### src/rtl/rtc_pkg.sv
// Shared types and constants for the RTC read-side logic.
// Latency: n/a (declarations only).
// Backpressure: n/a.
// Contents: FSM state enum, control vectors {CS,AD,RD,WR}, frame boundaries,
//           register address table and the frame-cycle-to-phase decode.
package rtc_pkg;

    typedef enum logic [2:0] {
        ST_IDLE,
        ST_ADDR,
        ST_HOLD,
        ST_READ,
        ST_RECOV,
        ST_DONE
    } estado_t;

    // Control vectors, active-low {CS, AD, RD, WR}
    localparam logic [3:0] CTRL_IDLE = 4'b1111;
    localparam logic [3:0] CTRL_ADDR = 4'b0010;
    localparam logic [3:0] CTRL_RD   = 4'b0101;

    // Frame cycle boundaries (first cycle of each phase)
    localparam logic [4:0] FC_ADDR    = 5'd4;
    localparam logic [4:0] FC_HOLD    = 5'd10;
    localparam logic [4:0] FC_READ    = 5'd12;
    localparam logic [4:0] FC_RECOV   = 5'd20;
    localparam logic [4:0] FC_FIN     = 5'd31;
    localparam logic [4:0] FC_MUESTRA = 5'd19;

    localparam logic [7:0] DIR_SEG  = 8'h21;
    localparam logic [7:0] DIR_MIN  = 8'h22;
    localparam logic [7:0] DIR_HORA = 8'h23;
    localparam logic [7:0] DIR_DIA  = 8'h24;
    localparam logic [7:0] DIR_MES  = 8'h25;
    localparam logic [7:0] DIR_ANIO = 8'h26;

    function automatic logic [7:0] dir_reg(input logic [2:0] idx);
        case (idx)
            3'd0:    return DIR_SEG;
            3'd1:    return DIR_MIN;
            3'd2:    return DIR_HORA;
            3'd3:    return DIR_DIA;
            3'd4:    return DIR_MES;
            default: return DIR_ANIO;
        endcase
    endfunction

    // Cycles 0-3 (inter-frame gap) and 20-31 are both recovery.
    function automatic estado_t fase(input logic [4:0] fc);
        if (fc < FC_ADDR)       return ST_RECOV;
        else if (fc < FC_HOLD)  return ST_ADDR;
        else if (fc < FC_READ)  return ST_HOLD;
        else if (fc < FC_RECOV) return ST_READ;
        else                    return ST_RECOV;
    endfunction

endpackage

### src/rtl/rtc_lectura_if.sv
// Multiplexed 8-bit AD bus towards the RTC pad ring.
// Latency: n/a (wires only).
// Backpressure: none; the RTC has no wait signal, timing is fixed by the frame.
// master: drives ad_out/ad_oe/control, samples ad_in. slave: the pad/RTC side.
interface rtc_lectura_if;
    logic [7:0] ad_in;
    logic [7:0] ad_out;
    logic       ad_oe;
    logic [3:0] control;

    modport master (input ad_in, output ad_out, output ad_oe, output control);
    modport slave  (output ad_in, input ad_out, input ad_oe, input control);
endinterface

### src/rtl/rtc_ciclo_bus.sv
// Single-register bus frame generator: frame counter plus registered control/ad_oe/ad_out.
// Latency: outputs registered, reflect the current fc; muestra at fc=19, fin at fc=31.
// Backpressure: none; once started it free-runs frames until parar.
// Ports: clk, reset, arranque (start, fc<=0), parar (stop after last frame), dir (address),
//        fc, control, ad_oe, ad_out, muestra, fin.
module rtc_ciclo_bus
    import rtc_pkg::*;
(
    input  logic       clk,
    input  logic       reset,
    input  logic       arranque,
    input  logic       parar,
    input  logic [7:0] dir,
    output logic [4:0] fc,
    output logic [3:0] control,
    output logic       ad_oe,
    output logic [7:0] ad_out,
    output logic       muestra,
    output logic       fin
);

    logic       activo;
    logic [4:0] fc_sig;
    estado_t    fase_sig;

    // Bus outputs are decoded from the next fc so they are registered yet
    // aligned with the cycle that fc is about to enter.
    always_comb begin
        fc_sig   = (fc == FC_FIN) ? 5'd0 : fc + 5'd1;
        fase_sig = fase(fc_sig);
    end

    always_ff @(posedge clk) begin
        if (reset) begin
            activo  <= 1'b0;
            fc      <= 5'd0;
            control <= CTRL_IDLE;
            ad_oe   <= 1'b0;
            ad_out  <= 8'h00;
        end else if (arranque) begin
            activo  <= 1'b1;
            fc      <= 5'd0;
            control <= CTRL_IDLE;
            ad_oe   <= 1'b0;
            ad_out  <= 8'h00;
        end else if (activo && parar) begin
            activo  <= 1'b0;
            fc      <= 5'd0;
            control <= CTRL_IDLE;
            ad_oe   <= 1'b0;
            ad_out  <= 8'h00;
        end else if (activo) begin
            fc <= fc_sig;
            case (fase_sig)
                ST_ADDR: begin
                    control <= CTRL_ADDR;
                    ad_oe   <= 1'b1;
                    ad_out  <= dir;
                end
                ST_HOLD: begin
                    // CS/WR released but the address stays on the bus
                    control <= CTRL_IDLE;
                    ad_oe   <= 1'b1;
                    ad_out  <= dir;
                end
                ST_READ: begin
                    control <= CTRL_RD;
                    ad_oe   <= 1'b0;
                    ad_out  <= 8'h00;
                end
                default: begin
                    control <= CTRL_IDLE;
                    ad_oe   <= 1'b0;
                    ad_out  <= 8'h00;
                end
            endcase
        end
    end

    assign muestra = activo && (fc == FC_MUESTRA);
    assign fin     = activo && (fc == FC_FIN);

endmodule

### src/rtl/rtc_lectura.sv
// RTC read burst: reads six timekeeping registers and publishes them as one snapshot.
// Latency: listo pulses 193 clocks after the edge accepting leer; 194-clock repeat rate.
// Backpressure: leer only sampled in IDLE with ini_listo high; no queueing.
// Ports: clk, reset, ini_listo, leer, bus (AD bus master), ocupado, listo,
//        seg/min/hora/dia/mes/anio (raw BCD, change only on the listo edge).
module rtc_lectura
    import rtc_pkg::*;
#(
    parameter int N_REG   = 6,
    parameter int T_FRAME = 32
) (
    input  logic                clk,
    input  logic                reset,
    input  logic                ini_listo,
    input  logic                leer,
    rtc_lectura_if.master       bus,
    output logic                ocupado,
    output logic                listo,
    output logic [7:0]          seg,
    output logic [7:0]          min,
    output logic [7:0]          hora,
    output logic [7:0]          dia,
    output logic [7:0]          mes,
    output logic [7:0]          anio
);

    estado_t    estado, estado_sig;
    logic [2:0] idx;
    logic [7:0] sombra [N_REG];
    logic       arranque, parar, publicar;
    logic [4:0] fc;
    logic       muestra, fin;
    logic [3:0] control_q;
    logic       ad_oe_q;
    logic [7:0] ad_out_q;

    rtc_ciclo_bus u_ciclo (
        .clk      (clk),
        .reset    (reset),
        .arranque (arranque),
        .parar    (parar),
        .dir      (dir_reg(idx)),
        .fc       (fc),
        .control  (control_q),
        .ad_oe    (ad_oe_q),
        .ad_out   (ad_out_q),
        .muestra  (muestra),
        .fin      (fin)
    );

    assign bus.control = control_q;
    assign bus.ad_oe   = ad_oe_q;
    assign bus.ad_out  = ad_out_q;

    always_comb begin
        estado_sig = estado;
        arranque   = 1'b0;
        parar      = 1'b0;
        publicar   = 1'b0;
        case (estado)
            ST_IDLE: begin
                if (leer && ini_listo) begin
                    arranque   = 1'b1;
                    estado_sig = fase(5'd0);
                end
            end
            ST_ADDR, ST_HOLD, ST_READ, ST_RECOV: begin
                if (fin && (idx == 3'(N_REG - 1))) begin
                    parar      = 1'b1;
                    estado_sig = ST_DONE;
                end else begin
                    estado_sig = fase(fin ? 5'd0 : fc + 5'd1);
                end
            end
            ST_DONE: begin
                publicar   = 1'b1;
                estado_sig = ST_IDLE;
            end
            default: estado_sig = ST_IDLE;
        endcase
    end

    always_ff @(posedge clk) begin
        if (reset) begin
            estado  <= ST_IDLE;
            idx     <= 3'd0;
            ocupado <= 1'b0;
            listo   <= 1'b0;
            seg     <= 8'h00;
            min     <= 8'h00;
            hora    <= 8'h00;
            dia     <= 8'h00;
            mes     <= 8'h00;
            anio    <= 8'h00;
            for (int i = 0; i < N_REG; i++) sombra[i] <= 8'h00;
        end else begin
            estado <= estado_sig;
            listo  <= publicar;
            if (arranque) begin
                idx     <= 3'd0;
                ocupado <= 1'b1;
            end
            // Last RD-low cycle: the RTC has had 8 cycles to drive the bus
            if (muestra) sombra[idx] <= bus.ad_in;
            if (fin && !parar) idx <= idx + 3'd1;
            // All six outputs move on one edge so a reader never sees a mix
            if (publicar) begin
                ocupado <= 1'b0;
                seg     <= sombra[0];
                min     <= sombra[1];
                hora    <= sombra[2];
                dia     <= sombra[3];
                mes     <= sombra[4];
                anio    <= sombra[5];
            end
        end
    end

endmodule

### src/flat_wrapper.sv
// flat-port wrapper written by rule: the top's interface ports become plain ports
module rtc_lectura_flat import rtc_pkg::*;
#(
    parameter int N_REG   = 6,
    parameter int T_FRAME = 32
)
  (clk, reset, ini_listo, leer, ocupado, listo, seg, min, hora, dia, mes, anio, bus_ad_in, bus_ad_out, bus_ad_oe, bus_control);
  rtc_lectura_if bus_i ();
  input  logic clk;
  input  logic reset;
  input  logic ini_listo;
  input  logic leer;
  output logic ocupado;
  output logic listo;
  output logic [7:0] seg;
  output logic [7:0] min;
  output logic [7:0] hora;
  output logic [7:0] dia;
  output logic [7:0] mes;
  output logic [7:0] anio;
  input wire logic [$bits(bus_i.ad_in)-1:0] bus_ad_in;
  output wire logic [$bits(bus_i.ad_out)-1:0] bus_ad_out;
  output wire logic [$bits(bus_i.ad_oe)-1:0] bus_ad_oe;
  output wire logic [$bits(bus_i.control)-1:0] bus_control;
  assign bus_i.ad_in = bus_ad_in;
  assign bus_ad_out = bus_i.ad_out;
  assign bus_ad_oe = bus_i.ad_oe;
  assign bus_control = bus_i.control;
  rtc_lectura #(.N_REG(N_REG), .T_FRAME(T_FRAME)) u_core (.clk(clk), .reset(reset), .ini_listo(ini_listo), .leer(leer), .bus(bus_i), .ocupado(ocupado), .listo(listo), .seg(seg), .min(min), .hora(hora), .dia(dia), .mes(mes), .anio(anio));
endmodule
### config.mk
export PLATFORM = sky130hd
export DESIGN_NAME = rtc_lectura_flat
export DESIGN_NICKNAME = d
export VERILOG_FILES = /design/src/rtl/rtc_pkg.sv /design/src/rtl/rtc_lectura_if.sv /design/src/rtl/rtc_ciclo_bus.sv /design/src/rtl/rtc_lectura.sv /design/src/flat_wrapper.sv
export SDC_FILE = /design/constraint.sdc
export NUM_CORES = 1
export LEC_CHECK = 0
export BUFFER_PORTS_ARGS = -buffer_cell sky130_fd_sc_hd__buf_4
export CAP_MARGIN = 30
export CORE_ASPECT_RATIO = 1.1
export CORE_MARGIN = 2
export CORE_UTILIZATION = 55
export DETAILED_ROUTE_END_ITERATION = 10
export PLACE_DENSITY = 0.78
export SYNTH_ARGS = -nofsm -noshare
export SYNTH_HDL_FRONTEND = slang
export SYNTH_SLANG_ARGS = --single-unit
### constraint.sdc
create_clock -name clk -period 2.8 [get_ports clk]
set_input_delay 0.42 -clock clk [delete_from_list [all_inputs] [get_ports clk]]
set_output_delay 0.42 -clock clk [all_outputs]
set_load 0.005 [all_outputs]
==> results_dict.tcl <==
set metrics [dict create \
    placed_area_um2 5066 \
    hold_viol_final 0 \
    final_nets 481 \
    postSynthAreaPerCell_um2 11.41 \
    antenna_cells 0 \
    place_congestion 0.8312 \
    fin_crit_ns 2.516 \
    syn_to_final_growth_pct 26.39 \
    drt-pass1-iter-count 4 \
    drt_iter0_drc 177 \
    synth_edf_count 48 \
    wl_um 9713 \
    critPathArrivalTime_ns 2.67 \
    die_h_um 98.81 \
    vias 3209 \
    period_share_pct 89.87 \
    drcViolationCount 0 \
    cts_resized 0 \
    design.core.area_um2 7913 \
    ys_ff_latch 117 \
    yosysWarnings 0 \
    p_leak_nw 2.313 \
    worst_slew_pin_slew_ns 0.7223 \
    start_util_pct 56.80 \
    yosysSeqAreaShare_pct 62.81 \
    grt_pass1_vias 3121 \
    antenna_found_initial 0 \
    slew_violations 0 \
    crit_chain "ha_1 > and4_1 > nand4_1 > nand2_1" \
    ys_top_cells_by_area "edfxtp_1 (32%), dfxtp_1 (31%), a22o_1 (9.4%)" \
    gr-usage-all-layers_pct 23.27 \
    max-clock-path-buffers 2 \
    boundaryPins 75 \
    syn_inst 394 \
    cp_data_required_time_ns 2.95 \
    root_buffer "clkbuf_8" \
    cap_violations 0 \
    cts_tree "built" \
    num_rows 34 \
    htreeDepth 4 \
    io_buffers 70 \
    stdcell_area_um2 5680 \
    cp_num_buf_inv 0 \
    cpPeakStageDelay_ns 0.51 \
    yosysUniqueCellTypes 52 \
    power.density_nw_per_um2 722.0 \
    clock_sinks 117 \
    n_fill_cell 576 \
    grt_pass1_wl_um 15890 \
    dp_cells 552 \
    max_slew_margin_pct 51.53 \
    slowest_stage "ha_1" \
    path_class "register to register" \
    fmax_ghz 0.3974 \
    ir_drop_v 0.0005721 \
    drive_gt1_share_pct 24.16 \
    cts_setup_buffers 0 \
    die-area_um2 8912 \
    viasPerCell 5.495 \
    startpoint_type "register" \
    ant_nets 0 \
    wl_per_cell_um 16.63 \
    setup_violations 0 \
    insertion_delay_ns 0.51 \
    setup-tns-final_ns 0 \
    cp_max_fo 15 \
    grt_max_degree 50 \
    rsz0062_at_grt "no" \
    hold_slack_ns 0.2202 \
    synth_ff_type "dfxtp_1" \
    grt-ovfl-total 0 \
    cts_buffers 17 \
    crit_path_end_kind "register" \
    syn_area_um2 4494 \
    final_cells 584 \
    synth_top_area_cell "edfxtp_1" \
    synth.top_cell.area_share_pct 32.07 \
    outcome "complete, no violations" \
    path_delay_family "simple AND/OR/NAND/NOR gates" \
    synthArstFlopShare_pct 0 \
    clock_skew_ns 0.01031 \
    fp.dieW_um 90.19 \
    hold_path.class "input port to register" \
    final_util_pct 71.79 \
    ctsHoldBuffers 0 \
    clkTransAtPathRegs_ns 0.06 \
    dp_hpwl_um 6446 \
]
synth_stat cells, types with 2 or more instances:
cell type	instances
nand2_1	26
nand3_1	2
nand4_1	3
buf_4	7
a22o_1	48
o21ai_1	3
o31ai_1	2
a22oi_1	4
nand2b_1	2
ha_1	6
buf_2	11
edfxtp_1	48
dfxtp_1	69
mux2i_1	2
clkbuf_1	8
and3_1	3
o22ai_1	2
inv_1	15
nor3b_1	2
a21oi_1	14
nor3_1	6
o21ai_0	10
nand3_2	2
nor2_1	64
nor2b_1	5
nor4_1	2
o211ai_1	2
and4_1	2
cell usage in the layout (no fill, tap or decap), drive strengths merged, types with 3 or more instances in the layout:
cell type  netlist  layout
nand4            4       4
clkbuf           8      20
nor2            65      65
conb             1       4
and3             3       3
edfxtp          48      48
o21ai           13      13
nand3            4       4
nor3             6       6
nor2b            5       5
a22oi            4       4
a22o            48      48
a21oi           14      14
nor4             3       3
buf             18      73
ha               6       6
clkinv           1       6
inv             15      19
dfxtp           69      69
nand2           26      26
o31ai            3       3
area by class of cell:
type / instances / area [um2] / area share, %
flip-flops and latches: 117 / 2823 / 49.69
multi-input cells: 238 / 1500 / 26.41
repair buffers: 73 / 548.0 / 9.648
clock buffers: 20 / 478.0 / 8.414
clock inverters: 12 / 136.4 / 2.401
well taps: 108 / 135.1 / 2.379
inverters: 16 / 60.06 / 1.057
stage by stage:
stage                     power, mW  setup WS [ns]
after floorplan               1.920         0.7410
final                         4.101         0.2837
after global routing          4.227        0.07423
after CTS                     4.129         0.2897
after global placement        1.958         0.3555
after detailed placement      1.960         0.2805
power breakdown:
part / internal, mW / leakage [nW] / switching (mW) / total, mW
clock: 1.40 / 0.303 / 0.771 / 2.18
sequential: 1.81 / 1.03 / 0.0219 / 1.83
combinational: 0.0327 / 0.984 / 0.0608 / 0.0935
registers in the layout, indices dropped and copies added, names as in the netlist:
name and count:
seg 8, min 8, u_core.listo 1, u_core.idx 3, u_core.sombra 48, anio 8, u_core.u_ciclo.activo 1, mes 8
u_core.estado 3, u_core.u_ciclo.ad_out 3, u_core.u_ciclo.control 3, u_core.ocupado 1, dia 8, u_core.u_ciclo.fc 5, hora 8, u_core.u_ciclo.ad_oe 1
layer usage:
metal  vias to the layer above  global-route usage, %  routed length (um)
met1                      1536                  28.02                4137
li1                       1571                      -                   -
met5                         -                      0                   0
met3                         9                  6.422                 437
met4                         0                  10.89                 140
met2                        93                  39.10                4997
final timing paths:
check                        from  slack (ns)  depth (start not counted)                     to
max          u_core.u_ciclo.fc[0]        0.28                          4    u_core.sombra[1][0]
max reg2reg  u_core.u_ciclo.fc[0]        0.28                          4    u_core.sombra[1][0]
min reg2reg   u_core.sombra[0][1]        0.46                          1                 seg[1]
min                         reset        0.22                          2  u_core.u_ciclo.activo
worst reg2reg max path: stages, from the launching register on:
cell and delay (ns):
dfxtp_1 0.42, ha_1 0.51, and4_1 0.35, nand4_1 0.39
nand2_1 0.50
kinds of logic (layout without fill, tap and decap cells):
logic type / Yosys count / after routing / share of synthesized area (%)
adder cells (fa/ha/maj): 6 / 6 / 1.670
AO/OA/AOI/OAI: 96 / 96 / 16.68
multiplexers: 2 / 2 / 0.4455
XOR/XNOR: 1 / 1 / 0.1949
other: 1 / 4 / 0.08344
flip-flops: 117 / 117 / 62.81
buffers and inverters: 42 / 121 / 4.398
AND/OR/NAND/NOR: 129 / 129 / 13.73
No activity file was read; power rests on OpenSTA's default activity.
